--- src/rtl/bincnt_pkg.sv ---
// Shared types and sizing helpers for the thermometer-to-count accumulator.
package bincnt_pkg;

    typedef enum logic {
        ACCUM = 1'b0,
        HOLD  = 1'b1
    } state_t;

    localparam int DEFAULT_W     = 4;
    localparam int DEFAULT_ACC_W = 16;

    // Bits needed to hold a popcount of 0..w.
    function automatic int cntWidth(input int w);
        return $clog2(w + 1);
    endfunction

endpackage

--- src/rtl/therm2bin.sv ---
// Combinational popcount of a sorted thermometer word. The bubble flag port
// exists only when THERM_BUBBLE_CHECK_EN is defined.
module therm2bin
    import bincnt_pkg::*;
#(
    parameter int W = DEFAULT_W
) (
    input  logic [W-1:0]             i_therm,
`ifdef THERM_BUBBLE_CHECK_EN
    output logic                     o_bubble,
`endif
    output logic [cntWidth(W)-1:0]   o_count
);

    localparam int CW = cntWidth(W);

    // Popcount rather than a priority encoder, so bubbled words still count every 1.
    always_comb begin
        o_count = '0;
        for (int i = 0; i < W; i++) begin
            o_count = o_count + CW'(i_therm[i]);
        end
    end

`ifdef THERM_BUBBLE_CHECK_EN
    // A 1 with a 0 directly above it breaks the MSB-packed thermometer shape.
    assign o_bubble = |(i_therm[W-2:0] & ~i_therm[W-1:1]);
`endif

endmodule

--- src/rtl/therm_accum.sv ---
// Per-frame saturating population count of sorted thermometer words.
// Optional bubble detection on out_err is enabled by THERM_BUBBLE_CHECK_EN.
module therm_accum
    import bincnt_pkg::*;
#(
    parameter int W     = DEFAULT_W,
    parameter int ACC_W = DEFAULT_ACC_W
) (
    input  logic             clk,
    input  logic             rst,
    input  logic             in_valid,
    output logic             in_ready,
    input  logic [W-1:0]     in_therm,
    input  logic             in_last,
    output logic             out_valid,
    input  logic             out_ready,
    output logic [ACC_W-1:0] out_count,
    output logic             out_ovf,
    output logic             out_err
);

    localparam int CW = cntWidth(W);

    state_t           r_state;
    logic [ACC_W-1:0] r_acc;
    logic             r_ovf;
    logic [ACC_W-1:0] r_outCount;
    logic             r_outOvf;

    logic [CW-1:0]    w_cnt;
    logic [ACC_W:0]   w_sum;
    logic [ACC_W-1:0] w_satSum;
    logic             w_sumOvf;
    logic             w_accept;

`ifdef THERM_BUBBLE_CHECK_EN
    logic             w_bubble;
    logic             r_err;
    logic             r_outErr;
`endif

    therm2bin #(.W(W)) u_conv (
        .i_therm  (in_therm),
`ifdef THERM_BUBBLE_CHECK_EN
        .o_bubble (w_bubble),
`endif
        .o_count  (w_cnt)
    );

    // One extra bit on the sum exposes the carry that triggers saturation.
    assign w_sum    = {1'b0, r_acc} + (ACC_W + 1)'(w_cnt);
    assign w_sumOvf = w_sum[ACC_W];
    assign w_satSum = w_sumOvf ? {ACC_W{1'b1}} : w_sum[ACC_W-1:0];
    assign w_accept = in_valid & in_ready;

    assign in_ready  = (r_state == ACCUM);
    assign out_valid = (r_state == HOLD);
    assign out_count = r_outCount;
    assign out_ovf   = r_outOvf;
`ifdef THERM_BUBBLE_CHECK_EN
    assign out_err   = r_outErr;
`else
    assign out_err   = 1'b0;
`endif

    always_ff @(posedge clk or posedge rst) begin
        if (rst) begin
            r_state    <= ACCUM;
            r_acc      <= '0;
            r_ovf      <= 1'b0;
            r_outCount <= '0;
            r_outOvf   <= 1'b0;
`ifdef THERM_BUBBLE_CHECK_EN
            r_err      <= 1'b0;
            r_outErr   <= 1'b0;
`endif
        end else begin
            case (r_state)
                ACCUM: begin
                    if (w_accept) begin
                        if (in_last) begin
                            r_outCount <= w_satSum;
                            r_outOvf   <= r_ovf | w_sumOvf;
                            r_acc      <= '0;
                            r_ovf      <= 1'b0;
`ifdef THERM_BUBBLE_CHECK_EN
                            r_outErr   <= r_err | w_bubble;
                            r_err      <= 1'b0;
`endif
                            r_state    <= HOLD;
                        end else begin
                            r_acc      <= w_satSum;
                            r_ovf      <= r_ovf | w_sumOvf;
`ifdef THERM_BUBBLE_CHECK_EN
                            r_err      <= r_err | w_bubble;
`endif
                        end
                    end
                end
                HOLD: begin
                    // Input stays blocked even on the release cycle: one bubble per frame.
                    if (out_ready) begin
                        r_state <= ACCUM;
                    end
                end
                default: r_state <= ACCUM;
            endcase
        end
    end

endmodule

--- config.mk ---
export PLATFORM = sky130hd
export DESIGN_NAME = therm_accum
export DESIGN_NICKNAME = d
export VERILOG_FILES = /design/src/rtl/bincnt_pkg.sv /design/src/rtl/therm2bin.sv /design/src/rtl/therm_accum.sv
export SDC_FILE = /design/constraint.sdc
export NUM_CORES = 1
export LEC_CHECK = 0
export ABC_CLOCK_PERIOD_IN_PS = 2700
export CORE_ASPECT_RATIO = 0.5
export CORE_MARGIN = 4
export CORE_UTILIZATION = 30
export DETAILED_ROUTE_END_ITERATION = 8
export DONT_BUFFER_PORTS = 1
export HOLD_SLACK_MARGIN = 0.15
export PLACE_DENSITY_LB_ADDON = 0.25
export SLEW_MARGIN = 20
export SYNTH_ARGS = -nofsm -noshare
export SYNTH_HDL_FRONTEND = slang
export SYNTH_SLANG_ARGS = --single-unit
--- constraint.sdc ---
create_clock -name clk -period 2.7 [get_ports clk]
set_clock_uncertainty 0.05 [all_clocks]
set_input_delay 0.81 -clock clk [delete_from_list [all_inputs] [get_ports clk]]
set_output_delay 0.81 -clock clk [all_outputs]
set_load 0.005 [all_outputs]
==> qor.txt, run 1 <==
Data required time of the critical path = 2850 ps
First drt pass iteration count = 4
Final core utilization = 39.0%
TritonCTS clock tree = yes
Clock power share = 35.7%
Global Route met2 Usage = 17.4%
Worst R2R Start = r_acc[0]$_DFFE_PP0P_
Total Wirelength = 4880 um
Core area = 6230 um^2
Top cells by area, synth = dfrtp_1 44%, a21oi_1 5.8%, nor2_1 5.1%
Flop-to-flop setup slack = 440 ps
PortBufs = 0
Root buf cell = clkbuf_16
Final setup fails = 34
Starting Density = 31.7%
Initial antenna violation count = 0
Synthesized flop and latch total = 35
GR Overflow Total = 0
Final Hold Viols = 0
Horiz. Die Dim = 123 um
Sequential area share after synthesis = 44.4%
GRT busiest layer = met1
Number of vias per cell = 4.97
Relative slew slack = 57.0%
Chip height = 65.3 um
Setup CP Type = input port to flip-flop
Switching fraction of total power = 29.6%
Ant. Diodes = 0
Peak Freq = 312 MHz
Crit end category = flip-flop
Tightest Pin Transition = 645 ps
Hold Path End = r_ovf$_DFFE_PP0P_
Design area = 2430 um^2
Ys Warns = 0
Worst hold path type = flip-flop to flip-flop
Clk Latency, worst-skew pair = 280 ps
Leak pwr = 0.970 nW
Most frequent cell after synthesis = dfrtp_1
Worst VDD drop = 0.240 mV
Cell accounting for the most synthesized area = dfrtp_1
Internal = 1.10 mW
Flop pwr share = 42.9%
Reg2Reg Capture Point = r_acc[10]$_DFFE_PP0P_
First-pass GRT wire length = 8160 um
Post-synth top cells = 35 x dfrtp_1, 27 x nor2_1, 23 x a21oi_1
Fin. max-slew vios = 0
Routed vias = 1569
Synth Cell Area = 1970 um^2
Num Clock Sinks = 35
Post-synth EDFFs = 0
Min Clock Period, post-route = 3200 ps
Maximum capacitance violations = 0
Worst setup margin = -504 ps
Ys async rst share = 100%
Sw Pwr = 0.464 mW
Final ANT Viol Nets = 0
Mapped Nets = 230
Failing checks = setup timing
Clock Path Buffers = 2
Primary FF master, synth = dfrtp_1
Startpoint type of the worst setup path = input port
DR WL/cell = 15.4 um
Largest net degree at the start of global routing = 36
Drt initial violations = 75
RSZ-0062 raised after global routing = true
WP data arrival = 3360 ps
Number of H-tree levels = 2
Share of cells above drive strength 1 = 24.6%
Fin crit share = 119%
Total Die Area = 8020 um^2
Min Hold Slack = 462 ps
Share of the synthesized area in the top cell type = 44.4%
CTS Buf Count = 5
Placed Area = 2190 um^2
DP Wirelength = 3480 um
FP Rows = 20
TNS Setup = -14810 ps
Post-synth cell types = 42
M1 GR Usage = 19.5%
Vias in the first global route = 1578
Hold Crit Start = r_ovf$_DFFE_PP0P_
R2R depth = 9
Gate Count Post-Synth = 214
CTS clock-pin slew for the worst setup and hold paths = 60 ps
Worst Hold Depth = 2
Fill cells = 620
Pwr dens = 645 nW/um^2
Outcome = finished, violations left
Final #Nets = 243
GPL Wtd Cong = 0.815
Total track usage = 13.1%
P&R area growth vs syn = 23.1%
Critical path fanouts, max = 5
Combinational share of power = 21.4%
Syn_area_per_cell = 9.22 um^2
I/O pin count = 29
GR Layer Usage met3 = 4.47%
DR DRC count = 0
==> sequential cells by signal, indices dropped and copies added, names as in the netlist <==
register,cells
out_count,16
r_acc,16
out_valid,1
out_ovf,1
r_ovf,1
==> how the worst max path moves through the flow <==
stage	start	endpoint	slack, ps	depth (start not counted)
after floorplan	in_therm[1]	out_count[15]$_DFFE_PP0P_	-700	13
after global placement	in_therm[1]	out_count[9]$_DFFE_PP0P_	-750	13
after detailed placement	in_therm[1]	r_acc[4]$_DFFE_PP0P_	-780	13
after CTS	in_therm[1]	r_acc[4]$_DFFE_PP0P_	-490	13
after global routing	in_therm[1]	r_acc[10]$_DFFE_PP0P_	-590	13
final	in_therm[1]	r_acc[10]$_DFFE_PP0P_	-500	13
==> layout make-up <==
type | instances | area (um^2) | area share, %
Clock buffer | 6 | 129 | 5.30
Clock inverter | 2 | 12.5 | 0.515
Inverter | 12 | 45.0 | 1.85
Multi-Input combinational cell | 154 | 1100 | 45.4
Sequential cell | 35 | 876 | 36.0
Tap cell | 88 | 110 | 4.53
Timing Repair Buffer | 19 | 154 | 6.33
==> per-stage QoR <==
stage | std cells | power, mW | worst slack, ps
after detailed placement | 306 | 0.990 | -784
after CTS | 316 | 1.56 | -493
after global placement | 306 | 0.980 | -746
after global routing | 316 | 1.66 | -590
after floorplan | 214 | 0.896 | -698
final | 316 | 1.57 | -504
==> critical path, stage by stage <==
cell and delay, ps:
ha_4 240, inv_2 30, fa_1 430, inv_1 70, ha_2 180, inv_2 40, fa_2 340, nand2b_4 160
a2111oi_4 320, buf_4 220, nand3_4 110, a31o_2 270, a21oi_1 130
==> power groups by stage <==
stage	Sequential (mW)	Clock, mW	Combinational, mW
floorplan	0.660	0	0.236
global placement	0.683	0	0.298
detailed placement	0.684	0	0.307
CTS	0.676	0.569	0.312
global route	0.687	0.599	0.376
finish	0.673	0.560	0.335
==> what timing repair did <==
action	CTS	global route
gates resized for setup	4	11
pin swaps	1	10
hold buffers	0	0
gates cloned	1	0
endpoints found under the hold margin	0	0
setup endpoints to repair	34	34
setup buffers	1	0
==> layout by cell type, fill, tap and decap left out, types with 3 or more instances in the layout <==
cell type and n:
nor3_1 3, nand3_1 7, a31o_2 3, nand2_1 13, nor2b_1 4, a31oi_1 9
and3_1 3, inv_1 10, ha_1 3, a21oi_1 22, xnor2_1 9, o21ai_0 8
buf_4 17, dfrtp_1 35, clkbuf_16 5, nor3_2 3, nor2_1 27, xor2_1 3
==> kinds of logic after synthesis <==
logic type,synth area share [%]
compound gates,20.9
flops,44.4
xor+xnor,5.33
simple gates,17.6
buf+inv,5.83
fa+ha+maj,5.20
other cells,0.190
mux,0.571
==> routing by layer <==
metal | up-vias | wire length [um]
met2 | 36 | 1960
met1 | 756 | 2540
met5 | - | 0
met3 | 4 | 336
met4 | 0 | 30
li1 | 773 | -
(Power assumes the default switching activity.)
==> run 2: changes to the inputs <==
CAP_MARGIN = 40   (was unset)
REMOVE_ABC_BUFFERS = 1   (was unset)
SLEW_MARGIN = 30   (was 20)
==> qor.txt, run 2 (synthesized netlist as in run 1, its figures left out) <==
TritonCTS clock tree = yes (unchanged)
Final core utilization = 42.3% (was 39.0%)
FF+latch area = 876 um^2 (unchanged)
Outcome = finished, violations left (unchanged)
Total Die Area = 8020 um^2 (unchanged)
R2R depth = 9 (unchanged)
Leak pwr = 1.04 nW (was 0.970 nW)
Placed insts = 310 (was 306)
Min Clock Period, post-route = 3230 ps (was 3200 ps)
Vias in the first global route = 1652 (was 1578)
Fill cells = 602 (was 620)
Share of cells above drive strength 1 = 33.6% (was 24.6%)
Routed vias = 1646 (was 1569)
I/O pin count = 29 (unchanged)
Chip height = 65.3 um (unchanged)
Initial antenna violation count = 0 (unchanged)
Peak Freq = 309 MHz (was 312 MHz)
DR WL/cell = 16.1 um (was 15.4 um)
Largest net degree at the start of global routing = 36 (unchanged)
First-pass GRT wire length = 8630 um (was 8160 um)
Number of vias per cell = 5.05 (was 4.97)
Tightest Pin Transition = 580 ps (was 645 ps)
Total Wirelength = 5250 um (was 4880 um)
Num Clock Sinks = 35 (unchanged)
Placed Area = 2190 um^2 (about the same)
Fin crit share = 120% (was 119%)
Final #Nets = 253 (was 243)
Most common cell after layout, fill and taps aside = dfrtp_1 (unchanged)
Fin. max-slew vios = 0 (unchanged)
Worst setup margin = -534 ps (was -504 ps)
Final ANT Viol Nets = 0 (unchanged)
Number of H-tree levels = 2 (unchanged)
Ant. Diodes = 0 (unchanged)
Core area = 6230 um^2 (unchanged)
Worst VDD drop = 0.222 mV (was 0.240 mV)
GPL Wtd Cong = 0.906 (was 0.815)
Pwr dens = 606 nW/um^2 (was 645 nW/um^2)
Maximum capacitance violations = 0 (unchanged)
Clock Path Buffers = 2 (unchanged)
Design area = 2640 um^2 (was 2430 um^2)
Total track usage = 14.0% (was 13.1%)
Non-Filler Instances = 326 (was 316)
Data required time of the critical path = 2860 ps (was 2850 ps)
WP data arrival = 3390 ps (was 3360 ps)
Pre-CTS worst setup slack = -1040 ps (was -784 ps)
Area of the multi-input gates = 1210 um^2 (was 1100 um^2)
Final Hold Viols = 0 (unchanged)
Power, Total = 1.60 mW (was 1.57 mW)
FP Rows = 20 (unchanged)
Drt initial violations = 98 (was 75)
Worst hold path type = flip-flop to flip-flop (unchanged)
PortBufs = 0 (unchanged)
CTS clock-pin slew for the worst setup and hold paths = 60 ps (about the same)
RSZ-0062 raised after global routing = true (unchanged)
GR Overflow Total = 0 (unchanged)
CTS Buf Count = 5 (unchanged)
Setup CP Type = input port to flip-flop (unchanged)
DR DRC count = 0 (unchanged)
Clk Latency, worst-skew pair = 280 ps (about the same)
DP Wirelength = 3360 um (was 3480 um)
Critical path fanouts, max = 7 (was 5)
Worst Hold Depth = 2 (unchanged)
Startpoint type of the worst setup path = input port (unchanged)
Horiz. Die Dim = 123 um (unchanged)
Crit end category = flip-flop (unchanged)
First drt pass iteration count = 4 (unchanged)
TNS Setup = -15830 ps (was -14810 ps)
Failing checks = setup timing (unchanged)
P&R area growth vs syn = 33.7% (was 23.1%)
Root buf cell = clkbuf_16 (unchanged)
Final setup fails = 34 (unchanged)
Relative slew slack = 61.2% (was 57.0%)
Min Hold Slack = 450 ps (was 462 ps)
Most frequent cells in the layout = 35 x dfrtp_1, 26 x nor2_1, 20 x buf_4, 13 x nand2_1 (was 35 x dfrtp_1, 27 x nor2_1, 22 x a21oi_1, 17 x buf_4, 13 x nand2_1)
Starting Density = 31.7% (unchanged)
-- run 2: cell count changes in the layout (fill, tap and decap cells not counted), moves of 2 or more --
cell	previous run	this run
a21oi_1	22	12
a21oi_2	2	12
a31o_2	3	0
a31o_4	1	4
buf_4	17	20
buf_6	1	8
xnor2_1	9	7
xnor2_2	0	2
-- run 2: area by class of cell --
class / count / share of cell area (%)
Multi-Input combinational cell: 154 / 45.8
Timing Repair Buffer: 29 / 9.87
Tap cell: 88 / 4.17
Inverter: 12 / 1.71
Sequential cell: 35 / 33.2
Clock inverter: 1 / 0.190
Clock buffer: 7 / 5.03
-- run 2: path summary, 6_finish.rpt --
| check | startpoint | slack, ps | endpoint |
|---|---|---|---|
| setup reg to reg | r_acc[0]$_DFFE_PP0P_ | 420 | r_acc[15]$_DFFE_PP0P_ |
| min in group asynchronous | rst | 470 | r_acc[0]$_DFFE_PP0P_ |
| max in group asynchronous | rst | 1810 | r_acc[8]$_DFFE_PP0P_ |
| hold reg to reg | r_ovf$_DFFE_PP0P_ | 450 | r_ovf$_DFFE_PP0P_ |
| setup / recovery | in_therm[0] | -530 | r_acc[15]$_DFFE_PP0P_ |
| hold / removal | r_ovf$_DFFE_PP0P_ | 450 | r_ovf$_DFFE_PP0P_ |
-- run 2: per-layer routing --
layer  share of wire [%]  vias to the layer above  global-route usage (%)  routed length [um]
met4                 1.0                        0                    4.32                  53
met1                  48                      833                    19.0                2530
met3                 4.2                        5                    4.47                 222
li1                    -                      792                       -                   -
met5                   0                        -                       0                   0
met2                  47                       16                    21.4                2450
-- run 2: worst max-delay path, cell delays in order --
cell and delay, ps:
ha_4 240, inv_2 30, fa_1 440, inv_1 80, ha_2 180, inv_2 40
fa_2 350, nand2b_4 160, a2111oi_4 300, buf_4 200, nand3_4 150, a31o_4 290
a21oi_2 120
-- run 2: where the power goes --
group          leakage (nW)  internal [mW]  switching [mW]  total [mW]
combinational         0.520          0.184           0.183       0.367
clock                0.0679          0.341           0.218       0.559
sequential            0.451          0.606          0.0681       0.674
total                  1.04           1.13           0.469        1.60
-- run 2: repair_timing --
action,in CTS,in global routing
setup buffers,7,1
cloned,1,0
pin swaps,28,18
setup endpoints to repair,34,34
gates resized for setup,33,16
hold buffers,0,0
==> run 3: changes to the inputs <==
REMOVE_ABC_BUFFERS = unset   (was 1)
SYNTH_HIERARCHICAL = 1   (was unset)
==> qor.txt, run 3 <==
Root buf cell = clkbuf_16 (unchanged)
Core area = 6230 um^2 (unchanged)
Worst setup margin = -265 ps (was -534 ps)
Fill cells = 583 (was 602)
Fin crit share = 110% (was 120%)
Ant. Diodes = 0 (unchanged)
GR Overflow Total = 0 (unchanged)
Share of the synthesized area in the top cell type = 44.1% (was 44.4%)
I/O pin count = 29 (unchanged)
Sequential area share after synthesis = 44.1% (was 44.4%)
Most common cell after layout, fill and taps aside = dfrtp_1 (unchanged)
Final #Nets = 242 (was 253)
Leak pwr = 1.08 nW (was 1.04 nW)
Drt initial violations = 89 (was 98)
Share of cells above drive strength 1 = 36.1% (was 33.6%)
Total Die Area = 8070 um^2 (was 8020 um^2)
GPL Wtd Cong = 0.830 (was 0.906)
Final Hold Viols = 0 (unchanged)
Startpoint type of the worst setup path = input port (unchanged)
Chip height = 65.6 um (was 65.3 um)
Routed vias = 1574 (was 1646)
TNS Setup = -6640 ps (was -15830 ps)
Setup CP Type = input port to flip-flop (unchanged)
Worst Hold Depth = 2 (unchanged)
Failing checks = setup timing (unchanged)
Synth Cell Area = 1990 um^2 (was 1970 um^2)
Cell accounting for the most synthesized area = dfrtp_1 (unchanged)
Ys Warns = 6 (was 0)
Data required time of the critical path = 2810 ps (was 2860 ps)
Top cells by area, synth = dfrtp_1 44%, nor2_1 5.3%, a21oi_1 4.3% (was dfrtp_1 44%, a21oi_1 5.8%, nor2_1 5.1%)
Non-Filler Instances = 315 (was 326)
Peak Freq = 337 MHz (was 309 MHz)
P&R area growth vs syn = 32.0% (was 33.7%)
Vias in the first global route = 1528 (was 1652)
First drt pass iteration count = 4 (unchanged)
Final ANT Viol Nets = 0 (unchanged)
Total track usage = 12.0% (was 14.0%)
Clk Latency, worst-skew pair = 280 ps (about the same)
CTS Buf Count = 5 (unchanged)
Pre-CTS worst setup slack = -567 ps (was -1040 ps)
Final setup fails = 34 (unchanged)
Horiz. Die Dim = 123 um (about the same)
DR WL/cell = 15.1 um (was 16.1 um)
Number of vias per cell = 5.00 (was 5.05)
Placed insts = 299 (was 310)
Initial antenna violation count = 0 (unchanged)
Total Wirelength = 4750 um (was 5250 um)
Min Hold Slack = 460 ps (was 450 ps)
Post-synth cell types = 45 (was 42)
Relative slew slack = 64.1% (was 61.2%)
Most frequent cell after synthesis = dfrtp_1 (unchanged)
Tightest Pin Transition = 534 ps (was 580 ps)
Num Clock Sinks = 35 (unchanged)
Fin. max-slew vios = 0 (unchanged)
First-pass GRT wire length = 7560 um (was 8630 um)
Maximum capacitance violations = 0 (unchanged)
# hold bufs at CTS = 0 (unchanged)
Gate Count Post-Synth = 210 (was 214)
Ys async rst share = 100% (unchanged)
Mapped Nets = 226
Worst hold path type = flip-flop to flip-flop (unchanged)
Most frequent cells in the layout = 35 x dfrtp_1, 24 x nor2_1, 20 x buf_4, 15 x nand2_1, 12 x a31oi_1 (was 35 x dfrtp_1, 26 x nor2_1, 20 x buf_4, 13 x nand2_1)
Starting Density = 31.9% (was 31.7%)
Clock Path Buffers = 2 (unchanged)
FP Rows = 20 (unchanged)
Post-synth EDFFs = 0 (unchanged)
Flop-to-flop setup slack = 640 ps (was 420 ps)
Outcome = finished, violations left (unchanged)
DP Wirelength = 3240 um (was 3360 um)
Number of H-tree levels = 2 (unchanged)
R2R depth = 6 (was 9)
Min Clock Period, post-route = 2970 ps (was 3230 ps)
PortBufs = 0 (unchanged)
Synthesized flop and latch total = 35 (unchanged)
WP data arrival = 3070 ps (was 3390 ps)
Post-synth top cells = 35 x dfrtp_1, 28 x nor2_1, 17 x a21oi_1 (was 35 x dfrtp_1, 27 x nor2_1, 23 x a21oi_1)
Crit end category = flip-flop (unchanged)
Worst VDD drop = 0.234 mV (was 0.222 mV)
Syn_area_per_cell = 9.47 um^2 (was 9.22 um^2)
DR DRC count = 0 (unchanged)
Pwr dens = 659 nW/um^2 (was 606 nW/um^2)
Primary FF master, synth = dfrtp_1 (unchanged)
Critical path fanouts, max = 5 (was 7)
RSZ-0062 raised after global routing = true (unchanged)
TritonCTS clock tree = yes (unchanged)
CTS clock-pin slew for the worst setup and hold paths = 50 ps (was 60 ps)
Largest net degree at the start of global routing = 36 (unchanged)
Final core utilization = 42.1% (was 42.3%)
[run 3: changes by cell type in the layout (fill, tap and decap cells not counted), sizes merged, moves of 3 or more]
cell	change
nor4	+4
buf	-4
a41oi	+3
inv	-4
nand3	-5
o22ai	-3
a31o	-4
nor3	+5
a21oi	-6
[run 3: layout make-up]
type	count	area, um^2	share of cell area [%]
multi-input combinational	151	1240	47.2
sequential	35	876	33.4
timing repair buffer	25	206	7.86
clock buffer	8	156	5.96
tap	88	110	4.19
inverter	8	37.5	1.43
[run 3: through the flow]
stage | area (um^2) | power, mW
after detailed placement | 2280 | 1.09
final | 2630 | 1.73
after floorplan | 2140 | 0.995
after global placement | 2280 | 1.07
after global routing | 2630 | 1.83
after CTS | 2480 | 1.73
[run 3: final timing paths]
path,from,endpoint
max in group asynchronous,rst,out_count[3]$_DFFE_PP0P_
min in group asynchronous,rst,out_ovf$_DFFE_PP0P_
max reg2reg,r_acc[6]$_DFFE_PP0P_,r_acc[2]$_DFFE_PP0P_
min,out_count[1]$_DFFE_PP0P_,out_count[1]$_DFFE_PP0P_
min reg2reg,out_count[1]$_DFFE_PP0P_,out_count[1]$_DFFE_PP0P_
max,in_therm[3],out_count[8]$_DFFE_PP0P_
[run 3: critical path, cell delays in order]
cell     delay [ps]
inv_8            10
fa_1            550
inv_2            50
ha_4            230
ha_4            160
fa_2            380
a21oi_4         240
buf_4           160
nor2_2           40
and3_4          200
xnor2_2         160
a21oi_2          70
[run 3: per-layer routing]
layer	GRT usage, %	part of all wire [%]
met5	0	0
met4	4.14	1.6
met3	3.87	5.5
met2	19.0	46
met1	15.6	47
[run 3: timing repair]
action                     CTS  global route
pin swaps                    1             9
setup buffers                2             5
setup endpoints to repair   34            34
cloned                       0             1
gates resized for setup      5            24
[run 3: cell families after synthesis]
logic type / share of synthesized area (%)
other: 0.189
DFF: 44.1
adders and majority gates: 5.16
AOI/OAI and AO/OA: 17.6
buffers and inverters: 5.98
xor gates and xnor gates: 5.73
and+or+nand+nor: 21.3
[run 3: report_power, final]
group	internal (mW)	leakage [nW]	switching [mW]
Combinational	0.209	0.551	0.219
Sequential	0.613	0.452	0.0869
Clock	0.393	0.0772	0.210
Total	1.21	1.08	0.516
